File: config.mk
export PLATFORM = sky130hd
export DESIGN_NAME = sd_resp_rx
export DESIGN_NICKNAME = d
export VERILOG_FILES = /design/src/rtl/sd_resp_rx.sv
export SDC_FILE = /design/constraint.sdc
export NUM_CORES = 1
export LEC_CHECK = 0
export CORE_ASPECT_RATIO = 0.8
export CORE_MARGIN = 10
export CORE_UTILIZATION = 51
export CTS_BUF_LIST = sky130_fd_sc_hd__clkbuf_8
export CTS_CLUSTER_DIAMETER = 120
export DETAILED_ROUTE_END_ITERATION = 12
export GPL_TIMING_DRIVEN = 0
export PLACE_DENSITY = 0.77
export SKIP_LAST_GASP = 1
export SLEW_MARGIN = 10
export SYNTH_ARGS = -nofsm -noshare
export SYNTH_HDL_FRONTEND = slang
export SYNTH_SLANG_ARGS = --single-unit
File: constraint.sdc
create_clock -name iclk -period 2.35 [get_ports iclk]
set_input_delay 0.47 -clock iclk [delete_from_list [all_inputs] [get_ports iclk]]
set_output_delay 0.47 -clock iclk [all_outputs]
set_load 0.02 [all_outputs]
File: src/rtl/sd_resp_rx.sv
// ============================================================================
// sd_resp_rx : SD CMD-line response receiver with CRC7 and framing checks.
//              Optional inocrc input under SD_RESP_NOCRC_EN.
// Revision   : 1.0  initial release
// ============================================================================
`default_nettype none

module sd_resp_rx #(
    parameter int NCR_MAX = 64
) (
    input  logic         iclk,
    input  logic         irst,
    input  logic         istart,
    input  logic         ilong,
`ifdef SD_RESP_NOCRC_EN
    input  logic         inocrc,
`endif
    input  logic         icmd,
    output logic         obusy,
    output logic         odone,
    output logic         otimeout,
    output logic         ocrc_err,
    output logic         ofmt_err,
    output logic [5:0]   oindex,
    output logic [119:0] odata
);

    localparam int WCW = $clog2(NCR_MAX + 1);

    typedef enum logic [1:0] {
        S_IDLE = 2'd0,
        S_WAIT = 2'd1,
        S_RECV = 2'd2,
        S_DONE = 2'd3
    } state_t;

    state_t         state_q, state_d;
    logic           long_q, long_d;
    logic [WCW-1:0] wcnt_q, wcnt_d;
    logic [7:0]     bcnt_q, bcnt_d;
    logic [126:0]   sr_q, sr_d;
    logic [6:0]     crc_q, crc_d;
    logic           tx_q, tx_d;
    logic           timeout_q, timeout_d;
    logic           crc_err_q, crc_err_d;
    logic           fmt_err_q, fmt_err_d;
    logic [5:0]     index_q, index_d;
    logic [119:0]   data_q, data_d;

    logic [7:0]     last_bit;
    logic [6:0]     crc_next;
    logic           covered;

`ifdef SD_RESP_NOCRC_EN
    logic nocrc_q, nocrc_d;

    always_ff @(posedge iclk) begin
        if (irst) nocrc_q <= 1'b0;
        else      nocrc_q <= nocrc_d;
    end

    always_comb begin
        nocrc_d = nocrc_q;
        if (state_q == S_IDLE && istart) nocrc_d = inocrc;
    end
`else
    logic nocrc_q;
    assign nocrc_q = 1'b0;
`endif

    always_ff @(posedge iclk) begin
        if (irst) begin
            state_q   <= S_IDLE;
            long_q    <= 1'b0;
            wcnt_q    <= '0;
            bcnt_q    <= '0;
            sr_q      <= '0;
            crc_q     <= '0;
            tx_q      <= 1'b0;
            timeout_q <= 1'b0;
            crc_err_q <= 1'b0;
            fmt_err_q <= 1'b0;
            index_q   <= '0;
            data_q    <= '0;
        end else begin
            state_q   <= state_d;
            long_q    <= long_d;
            wcnt_q    <= wcnt_d;
            bcnt_q    <= bcnt_d;
            sr_q      <= sr_d;
            crc_q     <= crc_d;
            tx_q      <= tx_d;
            timeout_q <= timeout_d;
            crc_err_q <= crc_err_d;
            fmt_err_q <= fmt_err_d;
            index_q   <= index_d;
            data_q    <= data_d;
        end
    end

    // bcnt counts bits already taken (start bit = 0); the long header is kept out of the CRC
    assign last_bit = long_q ? 8'd135 : 8'd47;
    assign covered  = (bcnt_q >= (long_q ? 8'd8 : 8'd1)) && (bcnt_q <= last_bit - 8'd8);
    assign crc_next = {crc_q[5:0], 1'b0} ^ ({7{icmd ^ crc_q[6]}} & 7'h09);

    always_comb begin
        state_d   = state_q;
        long_d    = long_q;
        wcnt_d    = wcnt_q;
        bcnt_d    = bcnt_q;
        sr_d      = sr_q;
        crc_d     = crc_q;
        tx_d      = tx_q;
        timeout_d = timeout_q;
        crc_err_d = crc_err_q;
        fmt_err_d = fmt_err_q;
        index_d   = index_q;
        data_d    = data_q;

        case (state_q)
            S_IDLE: begin
                if (istart) begin
                    state_d   = S_WAIT;
                    long_d    = ilong;
                    wcnt_d    = '0;
                    timeout_d = 1'b0;
                    crc_err_d = 1'b0;
                    fmt_err_d = 1'b0;
                    index_d   = '0;
                    data_d    = '0;
                end
            end
            S_WAIT: begin
                if (!icmd) begin
                    state_d = S_RECV;
                    bcnt_d  = 8'd1;
                    crc_d   = '0;
                    sr_d    = '0;
                    tx_d    = 1'b0;
                end else if (wcnt_q == WCW'(NCR_MAX - 1)) begin
                    state_d   = S_DONE;
                    timeout_d = 1'b1;
                end else begin
                    wcnt_d = wcnt_q + WCW'(1);
                end
            end
            S_RECV: begin
                bcnt_d = bcnt_q + 8'd1;
                sr_d   = {sr_q[125:0], icmd};
                if (bcnt_q == 8'd1) tx_d = icmd;
                if (covered) crc_d = crc_next;
                // End bit: sr_q holds frame bits [127:1] (long) or [46:1] (short)
                if (bcnt_q == last_bit) begin
                    state_d   = S_DONE;
                    crc_err_d = (crc_q != sr_q[6:0]) && !nocrc_q;
                    fmt_err_d = tx_q || !icmd;
                    index_d   = long_q ? 6'd0 : sr_q[44:39];
                    data_d    = long_q ? sr_q[126:7] : {82'b0, sr_q[44:7]};
                end
            end
            default: begin
                state_d = S_IDLE;
            end
        endcase
    end

    assign obusy    = (state_q == S_WAIT) || (state_q == S_RECV);
    assign odone    = (state_q == S_DONE);
    assign otimeout = timeout_q;
    assign ocrc_err = crc_err_q;
    assign ofmt_err = fmt_err_q;
    assign oindex   = index_q;
    assign odata    = data_q;

endmodule

`default_nettype wire

# Word-level counts from Yosys, hierarchy flattened
# Cells that the tools add are included.
# classes
add_sub_neg	3
n_lt_le_gt_ge	2
eq_ne	16
muxes	37
bitwise_logic	2
reduce_logical	16
# ops
operator	n
2-to-1 mux 120 bit	3
one-hot mux 127 bit (2 select lines)	1
one-hot mux 120 bit (2 select lines)	1
2-to-1 mux 127 bit	1
2-to-1 mux 7 bit	5
one-hot mux 7 bit (2 select lines)	2
2-to-1 mux 6 bit	3
2-to-1 mux 8 bit	2
!= test 2 bit, second input constant	8
one-hot mux 8 bit (2 select lines)	1
one-hot mux 6 bit (2 select lines)	1
AND reduction 3 bit	4
adder 8 x 1 -> 8 bit, second input constant	1
equality test 8 x 1 -> 1 bit, second input constant	1
equality test 8 bit	1
greater-or-equal comparator 8 x 4 -> 1 bit	1
<= comparator 8 bit	1
2-to-1 mux 2 bit	4
one-hot mux 1 bit (2 select lines)	4
AND reduction 4 bit	2
subtractor 8 x 4 -> 8 bit, second input constant	1
adder 7 x 1 -> 7 bit, second input constant	1
equality test 7 x 6 -> 1 bit, second input constant	1
2-to-1 mux 1 bit	7
14 further kinds	19
# word_totals
regBits	282
in_bits	5
elab_cells	88

# Longest topological paths before layout
# Gate-level depths: netlist (run 1).
# logic_depth
ltp_word	6
ltp_mapped	9
depth_no_buf	6

# Worst setup path after synthesis (run 1)
# OpenSTA, ideal clock, no wires.
# synth_timing
kind	register -> register
start	reg long_q
end	reg data_q[32], in the netlist odata[32]
t_arrival_ns	2.091
path_slack_ns	0.142
stages_incl_launch_ff	9
cell_sequence	dfxtp_1 inv_1 ha_1 or3_1 a2111o_1 a21o_1 buf_2 buf_2 a32o_1
# synth_between
elab_chain_cells	4
# synth_lines
item	line	text
start, declared	38	logic long_q, long_d;
start signal, assigned	87	long_q <= long_d;
2-to-1 mux 8 bit	102	assign last_bit = long_q ? 8'd135 : 8'd47;
equality test 8 bit	153	if (bcnt_q == last_bit) begin
!= test 2 bit (no source line)	n/a	
AND reduction 3 bit (no source line)	n/a	
end signal, assigned	97	data_q <= data_d;
end, declared	48	logic [119:0] data_q, data_d;
# No other way between the ends.
# A chain may end at the register's enable or synchronous reset.

# Final worst setup path (run 1)
# layout_timing
start	reg long_q
end	reg data_q[16], in the netlist odata[16]
# The elaborated chain is that of the path after synthesis.

==> results of run 1 <==
[power breakdown]
part | leakage, nW | switching (W) | internal, W
Sequential | 2.27 | 0.0000553 | 0.00483
Clock | 0.457 | 0.00183 | 0.00207
Combinational | 2.12 | 0.00238 | 0.00116
Total | 4.85 | 0.00426 | 0.00805
[per-layer routing]
metal / part of all wire / wire length (um)
met4: 0.012 / 323
met2: 0.44 / 11500
met1: 0.48 / 12600
met5: 0 / 0
met3: 0.072 / 1890
[stage by stage]
stage | hold WS, ns | std cells | setup slack (ns) | total power (W)
finish | 0.373 | 1567 | 0.0604 | 0.0123
global placement | 0.444 | 1501 | -0.793 | 0.00831
CTS | 0.348 | 1567 | -0.0255 | 0.0123
floorplan | 0.434 | 1103 | 0.142 | 0.00749
global route | 0.382 | 1567 | 0.00894 | 0.0129
detailed placement | 0.450 | 1501 | -0.900 | 0.00835
[final timing paths]
| kind | slack (ns) | depth (start not counted) | from | to |
|---|---|---|---|---|
| max | 0.06 | 8 | long_q | odata[16] |
| max reg2reg | 0.06 | 8 | long_q | odata[16] |
| min | 0.37 | 3 | irst | oindex[0] |
| min reg2reg | 0.46 | 2 | odata[79] | odata[79] |
[worst min-delay path: stages]
cell,delay [ns]
clkbuf_1,0.15
nor2b_1,0.14
o2bb2ai_1,0.11
[cell type report]
class / instances / area (um2)
Clock buffer: 51 / 702
Tap cell: 264 / 330
Fill cell: 1624 / 6940
Timing Repair Buffer: 135 / 1350
Buffer: 88 / 404
Sequential cell: 282 / 5650
Clock inverter: 17 / 105
Multi-Input combinational cell: 714 / 4480
Inverter: 16 / 62.6
[logic make-up after synthesis]
family          synth area share
fa+ha+maj                 0.0143
simple gates               0.150
mux                       0.0904
flops                      0.537
xor+xnor                  0.0125
buf+inv                   0.0417
compound gates             0.154
[cells in the mapped netlist, drive strengths merged (3+ instances only)]
library cell	number	area, um2
a21oi	12	60.1
a22oi	126	946
a32o	40	400
and2	4	25.0
buf	23	124
clkbuf	68	255
dfxtp	282	5650
ha	12	150
inv	16	60.1
mux2i	95	951
nand2	191	717
nand2b	4	25.0
nand3	6	30.0
nand4	4	25.0
nor2	146	548
nor2b	9	56.3
nor3	3	15.0
nor4	7	43.8
o21ai	7	35.0
o2bb2ai	6	52.6
or3	4	25.0
xnor2	9	78.8
xor2	6	52.6
[registers in the layout (all words and copies together), names as in the netlist, 2 cells and up]
register  cells
odata       120
state_q       2
sr_q        127
bcnt_q        8
oindex        6
crc_q         7
wcnt_q        7
[placed cells by master, fill, tap and decap left out, drive strengths merged, types with 3 or more instances in the layout]
master and instances:
xor2 6, o2bb2ai 6, or3 4, nor3 3
nor4 7, nand3 6, a22oi 126, inv 29
and2 4, mux2i 95, nand2 191, clkdlybuf4s50 133
dfxtp 282, nor2b 9, a32o 40, nand4 4
a21oi 12, clkbuf 118, nand2b 4, xnor2 9
o21ai 7, nor2 146, buf 22, ha 12
[timing repair]
action                     in CTS  in global routing
buffers inserted                1                  0
resized for setup              20                 29
pin swaps                       1                  0
setup endpoints to repair     256                220
==> reports/results.txt, run 1 <==
status = finished clean
Site Rows = 46
GR peak layer = met2
Min Clock Period, post-route = 2.29 ns
Critical Path Sink Type = register
Synth cell types = 46
share of cells above drive strength 1 = 0.0775
Die Footprint = 26800 um2
mean post-synth cell area = 9.54 um2
clock sinks = 282
maximum vdd drop = 0.000466 V
synthesized area = 10500 um2
#FFs+latches synth = 282
port bufs = 134
met1 usage = 0.259
grt total ovfl = 0
ys flop type = dfxtp_1
HPWL Detailed = 17900 um
Leak = 4.85 nW
CTS root buffer = clkbuf_8
critical path startpoint category = register
number of diodes = 0
RSZ-0062 raised after global routing = no
DRC violations left = 0
Worst Tran Pin Value = 0.847 ns
TritonCTS clock tree = built
MaxCap Viol Count = 0
Post-synth EDFFs = 0
Starting Density = 0.525
final net count = 1298
GRT Resource Usage Total = 0.189
Core ar. = 20000 um2
Post-DP Area = 12200 um2
I/O pin cnt = 136
Final Max Tran Viols = 0
CP top delay family = compound AO/OA/AOI/OAI gates
Final Hold Viols = 0
YS warnings = 0
Max Root-Sink Buffers = 3
routed wire length = 26300 um
grt met3 use = 0.0555
setup tns final = 0 ns
Max stage delay on crit path = 0.38 ns
Die W = 181 um
vias per cell = 5.54
final instance area = 13100 um2
Num CTS Buffers = 44
Die Y = 148 um
Mapped Cells = 1103
fmax = 0.437 GHz
clk_lat worst skew = 0.53 ns
DRT iter0 DRCs = 773
vias in the first global route = 8381
CTS Hold Bufs = 0
Critical Path AT = 2.71 ns
Crit path required time = 2.77 ns
clk_skew = 0.0139 ns
routability-driven placement congestion ratio = 0.876
via count = 8679
CP Class = reg -> reg
setup violators final = 0
post-synthesis sequential area ratio = 0.537
Power Density = 941 nW/um2
CTS H-tree lvls = 2
Hold Crit Class = in -> reg
syn_nets = 1120
period utilization = 0.974
initial antenna violation count = 0
ANT nets after route = 0
Clock transition at path regs = 0.06 ns
crit-path max FO = 10
WL/cell = 16.8 um
first-pass GRT wire length = 43200 um
Rel. slew slack = 0.435
worst-path cell chain = inv_4 > ha_4 > or3_4 > a2111o_1 > a21o_1 > buf_6 > buf_2 > a32o_1
Area Growth Syn to Fin = 24.4%
CP bufs+invs = 3
largest net degree at the start of global routing = 19
DRT Pass-1 Iters = 7
ys async rst share = 0
M2 GR Usage = 0.285
CP max-delay cell = dfxtp_4
fin util = 0.653
(Power assumes the default switching activity.)
==> run 2: changes to the inputs <==
- CELL_PAD_IN_SITES_DETAIL_PLACEMENT: not set -> 1
- CELL_PAD_IN_SITES_GLOBAL_PLACEMENT: not set -> 2
- CORE_UTILIZATION: 51 -> 32
- PLACE_DENSITY: 0.77 -> not set
- PLACE_DENSITY_LB_ADDON: not set -> 0.1
==> run 2 against run 1 <==
Die area up 51%; critical endpoint is now odata[37]; global-route usage down 3.9 points; power increased by 7.8%; the flow now finishes with violations (setup timing).
==> reports/results.txt, run 2 (synthesis gave the netlist of run 1 again) <==
status = complete, but fails checks
failing checks = setup timing
max reg flops = 127 (unchanged)
Die W = 223 um (+23%)
setup ws final = -0.0215 ns (-0.0819 ns)
number of diodes = 0 (unchanged)
critical path startpoint category = register
Die Y = 182 um (+23%)
worst-path cell chain = clkinvlp_4 > ha_4 > or3_4 > a2111o_1 > a21o_1 > buf_12 > buf_8 > a32o_1
HPWL Detailed = 21700 um (+21%)
Die Footprint = 40600 um2 (+51%)
RSZ-0062 raised after global routing = yes
commonest non-fill, non-tap cells in the layout = 278 x dfxtp_1, 191 x nand2_1, 146 x nor2_1, 133 x clkdlybuf4s50_1, 126 x a22oi_1
CP Class = reg -> reg
period utilization = 1.01 (+0.0349)
clock sinks = 282 (unchanged)
Max Root-Sink Buffers = 3 (unchanged)
most common cell after layout, fill and taps aside = dfxtp_1
fmax = 0.422 GHz (-3.5%)
initial antenna violation count = 0 (unchanged)
register area = 5650 um2 (unchanged)
final net count = 1306 (+0.62%)
Num CTS Buffers = 49 (+11%)
Reg with most FFs = sr_q
clk_lat worst skew = 0.59 ns (+0.06 ns)
Crit path required time = 2.81 ns (+0.04 ns)
setup violators final = 3 (+3)
Area Growth Syn to Fin = 29.1%
DRT iter0 DRCs = 505 (-35%)
Post-Place Cells = 1665 (+11%)
via count = 8669 (-0.12%)
grt total ovfl = 0 (unchanged)
routability-driven placement congestion ratio = 0.750 (-14%)
DRT Pass-1 Iters = 4 (-3)
I/O pin cnt = 136 (unchanged)
MaxCap Viol Count = 0 (unchanged)
Hold Crit Class = in -> reg
Final Hold Viols = 0 (unchanged)
Rel. slew slack = 0.398 (-0.0371)
vias per cell = 4.95 (-11%)
Power Density = 977 nW/um2 (+3.8%)
Leak = 5.03 nW (+3.7%)
Fillers = 3762 (+130%)
maximum vdd drop = 0.000439 V (-5.6%)
crit-path max FO = 10 (unchanged)
CP max-delay cell = dfxtp_4
GRT Resource Usage Total = 0.150 (-0.0390)
routed wire length = 31200 um (+19%)
Clock transition at path regs = 0.07 ns (about the same)
first-pass GRT wire length = 50100 um (+16%)
Critical Path AT = 2.83 ns (+0.12 ns)
CTS Hold Bufs = 0 (unchanged)
Critical Path Sink Type = register
DRT met1 WL = 15300 um (+21%)
Starting Density = 0.324 (-0.201)
Site Rows = 59 (+28%)
CTS H-tree lvls = 2 (unchanged)
fin cells = 1753 (+12%)
Core ar. = 32500 um2 (+62%)
top routing layer in use = met4
Worst Tran Pin Value = 0.895 ns (+0.0479 ns)
ANT nets after route = 0 (unchanged)
TritonCTS clock tree = built
largest net degree at the start of global routing = 13 (-6)
Final Max Tran Viols = 0 (unchanged)
met2 WL = 13800 um (+20%)
port bufs = 134 (unchanged)
DRC violations left = 0 (unchanged)
Max stage delay on crit path = 0.38 ns (about the same)
fin util = 0.418 (-0.235)
vias in the first global route = 8844 (+5.5%)
share of cells above drive strength 1 = 0.0913 (+0.0137)
CTS root buffer = clkbuf_8
area of the multi-input gates = 4500 um2 (+0.31%)
Min Clock Period, post-route = 2.37 ns (+0.0819 ns)
clk_skew = 0.0212 ns (+0.00726 ns)
metal3 WL = 1540 um (-19%)
Place WS = -0.975 ns (-0.0755 ns)
WL/cell = 17.8 um (+6.0%)
==> run 2: cell count changes in the layout (fill, tap and decap cells not counted), moves of 2 or more <==
cell,before,now
buf_1,2,0
clkbuf_4,0,4
clkinv_2,1,3
clkbuf_8,51,63
inv_1,27,35
buf_6,2,7
clkbuf_1,55,52
==> run 2: per-stage QoR <==
stage	TNS, ns	hold WS, ns	area (um2)	total power [W]
after floorplan	0	0.434	10500	0.00749
after global placement	-181.81	0.446	12400	0.00854
after detailed placement	-146.99	0.452	12400	0.00857
after CTS	-0.0185	0.324	13500	0.0135
after global routing	-4.05	0.379	13600	0.0140
final	-0.0367	0.362	13600	0.0133
==> run 2: path summary, 6_finish.rpt <==
| path | from | end | slack, ns | cells after the start |
|---|---|---|---|---|
| worst max-delay path | long_q | odata[37] | -0.02 | 8 |
| worst min-delay path | irst | oindex[0] | 0.36 | 3 |
| worst max register to register | long_q | odata[37] | -0.02 | 8 |
| worst min register to register | odata[49] | odata[49] | 0.46 | 2 |
==> run 2: area by class of cell <==
cell class	instances	share of cell area
clock buffer	63	0.0639
inverter	16	0.00470
tap	427	0.0393
clock inverter	25	0.00949
timing repair buffer	140	0.102
buffer	86	0.0330
sequential	282	0.416
multi-input combinational	714	0.331
==> run 2: metal layers <==
| layer | GRT usage | vias to the layer above |
|---|---|---|
| met3 | 0.0367 | 47 |
| met5 | 0 | - |
| met4 | 0.0424 | 0 |
| met1 | 0.205 | 4230 |
| li1 | - | 4242 |
| met2 | 0.230 | 150 |
==> run 2: where the power goes <==
part	switching (W)	total (W)	internal, W
Sequential	0.0000598	0.00489	0.00483
Combinational	0.00251	0.00383	0.00132
Clock	0.00205	0.00455	0.00250
==> run 2: what timing repair did <==
action / in CTS / in global routing
pin swaps: 1 / 1
buffers inserted: 3 / 2
cloned: 0 / 0
endpoints found under the setup margin: 260 / 176
resized for setup: 47 / 15
==> run 2: critical path, delay by kind of cell, from the launching register on <==
kind,cells,cell delay (ns)
fa+ha+maj,1,0.26
compound gates,3,0.80
buf+inv,3,0.45
simple gates,1,0.35
flops,1,0.38
==> run 3: changes to the inputs <==
- GPL_TIMING_DRIVEN: 0 -> 1
==> run 3 against run 2 <==
The flow now finishes without violations; non-clock buffer count shrank 48; power fell by 3.1%; worst hold slack lost 0.24 ns; register-to-register slack improved by 0.07 ns; largest cell class unchanged; largest power group unchanged.
==> reports/results.txt, run 3 (synthesis gave the netlist of run 1 again) <==
routability-driven placement congestion ratio = 0.730 (-2.8%)
port bufs = 135 (+0.75%)
Worst Reg-to-Reg Cells = 7 (-1)
max reg flops = 127 (unchanged)
Rel. slew slack = 0.582 (+0.184)
GR peak layer = met2
routed wire length = 30400 um (-2.5%)
setup ws final = 0.0446 ns (+0.0661 ns)
largest net degree at the start of global routing = 58 (+45)
Crit path required time = 2.81 ns (about the same)
Design Power = 0.0129 W (-3.1%)
CP top delay family = compound AO/OA/AOI/OAI gates
initial antenna violation count = 0 (unchanged)
Critical Path Sink Type = register
maximum vdd drop = 0.000437 V (-0.58%)
grt total ovfl = 0 (unchanged)
Power Density = 956 nW/um2 (-2.2%)
Starting Density = 0.324 (unchanged)
Hold Crit Class = in -> reg
Final Hold Viols = 0 (unchanged)
commonest non-fill, non-tap cells in the layout = 282 x dfxtp_1, 191 x nand2_1, 146 x nor2_1, 133 x clkdlybuf4s50_1, 126 x a22oi_1
I/O pin cnt = 136 (unchanged)
RSZ-0062 raised after global routing = yes
R2R setup slack = 0.04 ns (+0.07 ns)
first-pass GRT wire length = 48600 um (-3.0%)
GRT Resource Usage Total = 0.144 (-0.00658)
worst r2r dst = odata[20]
vias per cell = 4.98 (+0.68%)
clk_lat worst skew = 0.58 ns (about the same)
Worst Tran Pin Value = 0.627 ns (-0.269 ns)
worst-path cell chain = inv_1 > ha_4 > or3_4 > a2111o_1 > a21o_4 > clkbuf_16 > a32o_1
Reg with most FFs = sr_q
critical path startpoint category = register
period utilization = 0.981 (-0.0281)
Die Footprint = 40600 um2 (unchanged)
ANT nets after route = 0 (unchanged)
Critical Path AT = 2.77 ns (-0.06 ns)
Min Clock Period, post-route = 2.31 ns (-0.0661 ns)
via count = 8444 (-2.6%)
CP bufs+invs = 2 (-1)
most common cell after layout, fill and taps aside = dfxtp_1
Core ar. = 32500 um2 (unchanged)
clock sinks = 282 (unchanged)
Site Rows = 59 (unchanged)
vias in the first global route = 8643 (-2.3%)
DRT iter0 DRCs = 464 (-8.1%)
MaxCap Viol Count = 0 (unchanged)
CTS H-tree lvls = 2 (unchanged)
Clock transition at path regs = 0.06 ns (about the same)
WL/cell = 17.9 um (+0.76%)
HP Start = irst
status = finished clean
met1 usage = 0.193 (-0.0118)
CTS root buffer = clkbuf_8
Num CTS Buffers = 48 (-2.0%)
DRT Pass-1 Iters = 5 (+1)
M2 GR Usage = 0.222 (-0.00809)
Final Hold Slack = 0.122 ns (-0.239 ns)
CTS Hold Bufs = 0 (unchanged)
crit-path max FO = 10 (unchanged)
grt met3 use = 0.0385 (+0.00176)
Die W = 223 um (unchanged)
HPWL Detailed = 19500 um (-10%)
Hold Crit Depth = 2 (-1)
Die Y = 182 um (unchanged)
CP max-delay cell = a2111o_1
TritonCTS clock tree = built
FF-to-FF Start = long_q
clk_skew = 0.0295 ns (+0.00833 ns)
Leak = 4.96 nW (-1.4%)
fmax = 0.434 GHz (+2.9%)
Fillers = 3669 (-2.5%)
fin util = 0.414 (-0.00370)
Final Max Tran Viols = 0 (unchanged)
CP Class = reg -> reg
setup tns final = 0 ns (+0.0367 ns)
share of cells above drive strength 1 = 0.0906 (-0.000629)
Max stage delay on crit path = 0.40 ns (+0.02 ns)
Max Root-Sink Buffers = 3 (unchanged)
number of diodes = 0 (unchanged)
Crit. Startpoint = long_q
final net count = 1258 (-3.7%)
WHS Endpoint = wcnt_q[0]
DRC violations left = 0 (unchanged)
Place WS = -0.102 ns (+0.873 ns)
setup violators final = 0 (-3)
Area Growth Syn to Fin = 27.9%
[run 3: cell types whose count changed in the layout (fill, tap and decap cells not counted), moves of 2 or more]
cell / previous run / this run
a21o_4: 0 / 2
buf_12: 1 / 14
buf_2: 7 / 0
buf_4: 9 / 29
buf_6: 7 / 0
clkbuf_1: 52 / 0
clkbuf_2: 11 / 0
clkbuf_4: 4 / 0
clkbuf_8: 63 / 55
dfxtp_1: 278 / 282
dfxtp_2: 3 / 0
inv_1: 35 / 33
[run 3: layout make-up]
class / instances / area [um2] / share of cell area
flip-flops and latches: 282 / 5650 / 0.419
well taps: 427 / 534 / 0.0397
clock buffers: 55 / 757 / 0.0562
repair buffers: 178 / 1860 / 0.138
inverters: 16 / 62.6 / 0.00465
multi-input cells: 715 / 4500 / 0.334
clock inverters: 23 / 97.6 / 0.00725
[run 3: power breakdown]
part | leakage [nW] | total, W | switching, W | internal, W
logic | 2.19 | 0.00393 | 0.00248 | 0.00145
registers | 2.27 | 0.00487 | 0.0000496 | 0.00482
clock network | 0.503 | 0.00406 | 0.00196 | 0.00210
[run 3: worst max-delay path by stage]
| stage | to | slack (ns) | depth (start not counted) |
|---|---|---|---|
| after global routing | odata[27] | -0.02 | 7 |
| after detailed placement | oindex[2] | -0.10 | 6 |
| after floorplan | odata[32] | 0.14 | 8 |
| after global placement | oindex[2] | -0.06 | 6 |
| after CTS | odone | 0.03 | 2 |
| final | odata[20] | 0.04 | 7 |
[run 3: timing repair]
action | in CTS | in global routing
setup buffers | 0 | 0
pin swaps | 0 | 1
endpoints found under the setup margin | 43 | 43
gates cloned | 0 | 2
resized for setup | 2 | 4
[run 3: through the flow]
step	instance area [um2]	std cells
finish	13500	1696
global route	13500	1696
CTS	13400	1694
detailed placement	12500	1616
global placement	12500	1616
floorplan	10500	1103
[run 3: per-layer routing]
metal	share of wire	up-vias	wire, um
met3	0.049	27	1480
li1	-	4127	-
met4	0.011	0	322
met2	0.45	137	13600
met5	0	-	0
met1	0.49	4153	14900
==> variant (settings of run 2) <==
The 4 states of `state_t` get a one-hot encoding in 4 bits.
--- a/src/rtl/sd_resp_rx.sv
+++ b/src/rtl/sd_resp_rx.sv
@@ -29,7 +29,7 @@
 
-    typedef enum logic [1:0] {
-        S_IDLE = 2'd0,
-        S_WAIT = 2'd1,
-        S_RECV = 2'd2,
-        S_DONE = 2'd3
+    typedef enum logic [3:0] {
+        S_IDLE = 4'b0001,
+        S_WAIT = 4'b0010,
+        S_RECV = 4'b0100,
+        S_DONE = 4'b1000
     } state_t;
Function: same outputs for any inputs over 10 cycles, from zero or initial values and one cycle with irst high; not proved beyond that.
==> variant against run 2 <==
  * The run still ends with setup timing left
  * Hold slack lost 0.051 ns
  * Area after synthesis shrank 0.78%
  * Die area shrank 0.71%
  * Wire length shrank 1.1%
  * Global-route usage shrank 0.17 points
  * Sequential cell count grew 2
  * Maximum frequency grew 0.64%
  * Critical path depth shrank 4
  * Cell area grew 0.11%
  * Worst setup slack gained 0.015 ns
  * Largest cell class unchanged
Power is not compared: it rests on default switching activity, and its combinational part moved more than twofold at a synthesized area within 25%.
==> variant: results (changes against run 2) <==
stage;metric;value;unit;change
placement;Placed Cells;1652;;was 1,665
global_routing;pin count of the biggest net entering global routing;12;;was 13
yosys;Post-synth top cells;dfxtp_1 (284), nor2_1 (145), a22oi_1 (128), nand3_1 (94), nand2b_1 (91);;was dfxtp_1 (282), nand2_1 (191), nor2_1 (146), a22oi_1 (126), mux2i_1 (95)
yosys;YS warnings;0;;unchanged
sta;clock skew;0.03079;ns;was 0.02120 ns
global_routing;GRT Util Overall;14.84;%;was 15.01%
status;status;complete, but fails checks;;unchanged
setup_path;crit-path max cell delay;0.59;ns;was 0.38 ns
global_routing;GR Util met2;22.06;%;was 22.99%
worst_hold_path;hold path start;icmd;;was irst
setup_path;Crit-path slowest cell;or4b_4;;was dfxtp_4
cells_and_area;share of layout cells above drive strength 1;12.53;%;was 9.125%
cts;cts bufs inserted;47;;was 49
setup_path;Critical Path AT;1.89;ns;was 2.83 ns
yosys;Top FF cell, synth;dfxtp_1;;unchanged
global_routing;global routing usage on met3;4.045;%;was 3.674%
sta;setup slack after layout;-0.006380;ns;was -0.02149 ns
placement;Routability Congestion;0.7586;;was 0.7504
cts;Worst-Skew Late Latency;0.58;ns;
yosys;Mean Syn Cell Area;9.567;um2;was 9.538 um2
drt;vias per std cell;4.942;;was 4.945
setup_path;worst r2r path cells;9;;was 8
drt;WL final;30820;um;was 31,160 um
global_routing;first-pass GRT wire length;49640;um;was 50,140 um
placement;post-DP HPWL;21240;um;was 21,720 um
yosys;register area share after synthesis;54.47;%;was 53.66%
drt;DR iter-0 viols;424;;was 505
worst_hold_path;Min-Delay Endpoint;tx_q;;was oindex[0]
sta;worst-margin pin slew;0.9055;ns;was 0.8954 ns
drt;routed wire length on met2;12990;um;was 13,760 um
setup_path;CP max FO;6;;was 10
placement;pre-CTS setup slack;-1.407;ns;was -0.9753 ns
drt;Avg WL per Cell;17.59;um;was 17.78 um
setup_path;crit-path leading delay family;simple AND/OR/NAND/NOR gates;;was compound AO/OA/AOI/OAI gates
yosys;Area contributors post-synth;dfxtp_1 (54%), a22oi_1 (9.2%), nand2b_1 (5.5%);;was dfxtp_1 (54%), mux2i_1 (9.0%), a22oi_1 (9.0%)
cts;H-tree depth;2;;unchanged
drt;DR top layer;met4;;unchanged
status;failing checks;setup timing;;unchanged
yosys;Synthesized Nets;1103;;was 1,120
drt;Met1 Routed Length;15620;um;was 15,300 um
sta;final setup fails;1;;was 3
global_routing;GR met1 Demand/Resource;20.59;%;was 20.49%
setup_path;FF-to-FF End;odata[27];;was odata[37]
setup_path;flop-to-flop setup slack;0.12;ns;was -0.02 ns
drt;DR WL met3;1756;um;was 1539 um
global_routing;vias in the first global route;8844;;unchanged
setup_path;Worst R2R Start;state_q[1];;was long_q
cells_and_area;# fillers;3685;;was 3,762
yosys;synth unique cells;49;;was 46
cells_and_area;Final Net Count;1303;;was 1,306
## variant: cell count changes after synthesis, sizes merged, moves of 7 or more
cell    before  now
a22o         0   46
a32o        40    0
inv         16    7
mux2i       95    3
nand2      191   20
nand2b       4   91
nand3        6   94
nor2b        9    2
o21ai        7   89
## variant: kinds of logic after synthesis
kind of cell | share of synthesized area, %
multiplexers | 0.2877
adder cells (fa/ha/maj) | 0.8391
flip-flops | 54.47
XOR/XNOR | 1.007
AO/OA/AOI/OAI | 19.52
AND/OR/NAND/NOR | 18.87
buffers and inverters | 5.011
## variant: worst max path at each step
stage	from	to	slack, ns	cells after the start
after floorplan	long_q	crc_q[3]	0.1	8
after global placement	irst	wcnt_q[1]	-1.33	6
after detailed placement	irst	wcnt_q[1]	-1.41	6
after CTS	state_q[1]	obusy	-0.17	6
after global routing	state_q[3]	obusy	-0.06	4
final	state_q[3]	obusy	-0.006	4
## variant: final cells by class
type                    count  share of cell area, %
plain buffers              93                  3.838
clock buffers              61                  6.176
clock inverters            22                 0.6351
inverters                   7                 0.2117
multi-input cells         703                  31.86
flip-flops and latches    284                  41.97
well taps                 427                  3.930
repair buffers            155                  11.38
## variant: through the flow
stage	instance area, um2	hold slack (ns)	util, %	total power, mW	TNS (ns)
after floorplan	10440	0.4233	-	5.252	0
after global placement	12310	0.4355	38.08	5.412	-232.89
after detailed placement	12310	0.4438	38.08	5.411	-244.66
after CTS	13520	0.2497	41.83	9.845	-0.1667
after global routing	13590	0.3239	42.04	10.09	-0.05985
final	13590	0.3107	42.04	9.643	-0.006380
## variant: repair_timing
item	CTS	global route
buffers inserted	15	5
pin swaps	5	3
endpoints found under the hold margin	0	0
cloned	0	1
setup endpoints to repair	278	228
resized for setup	41	47
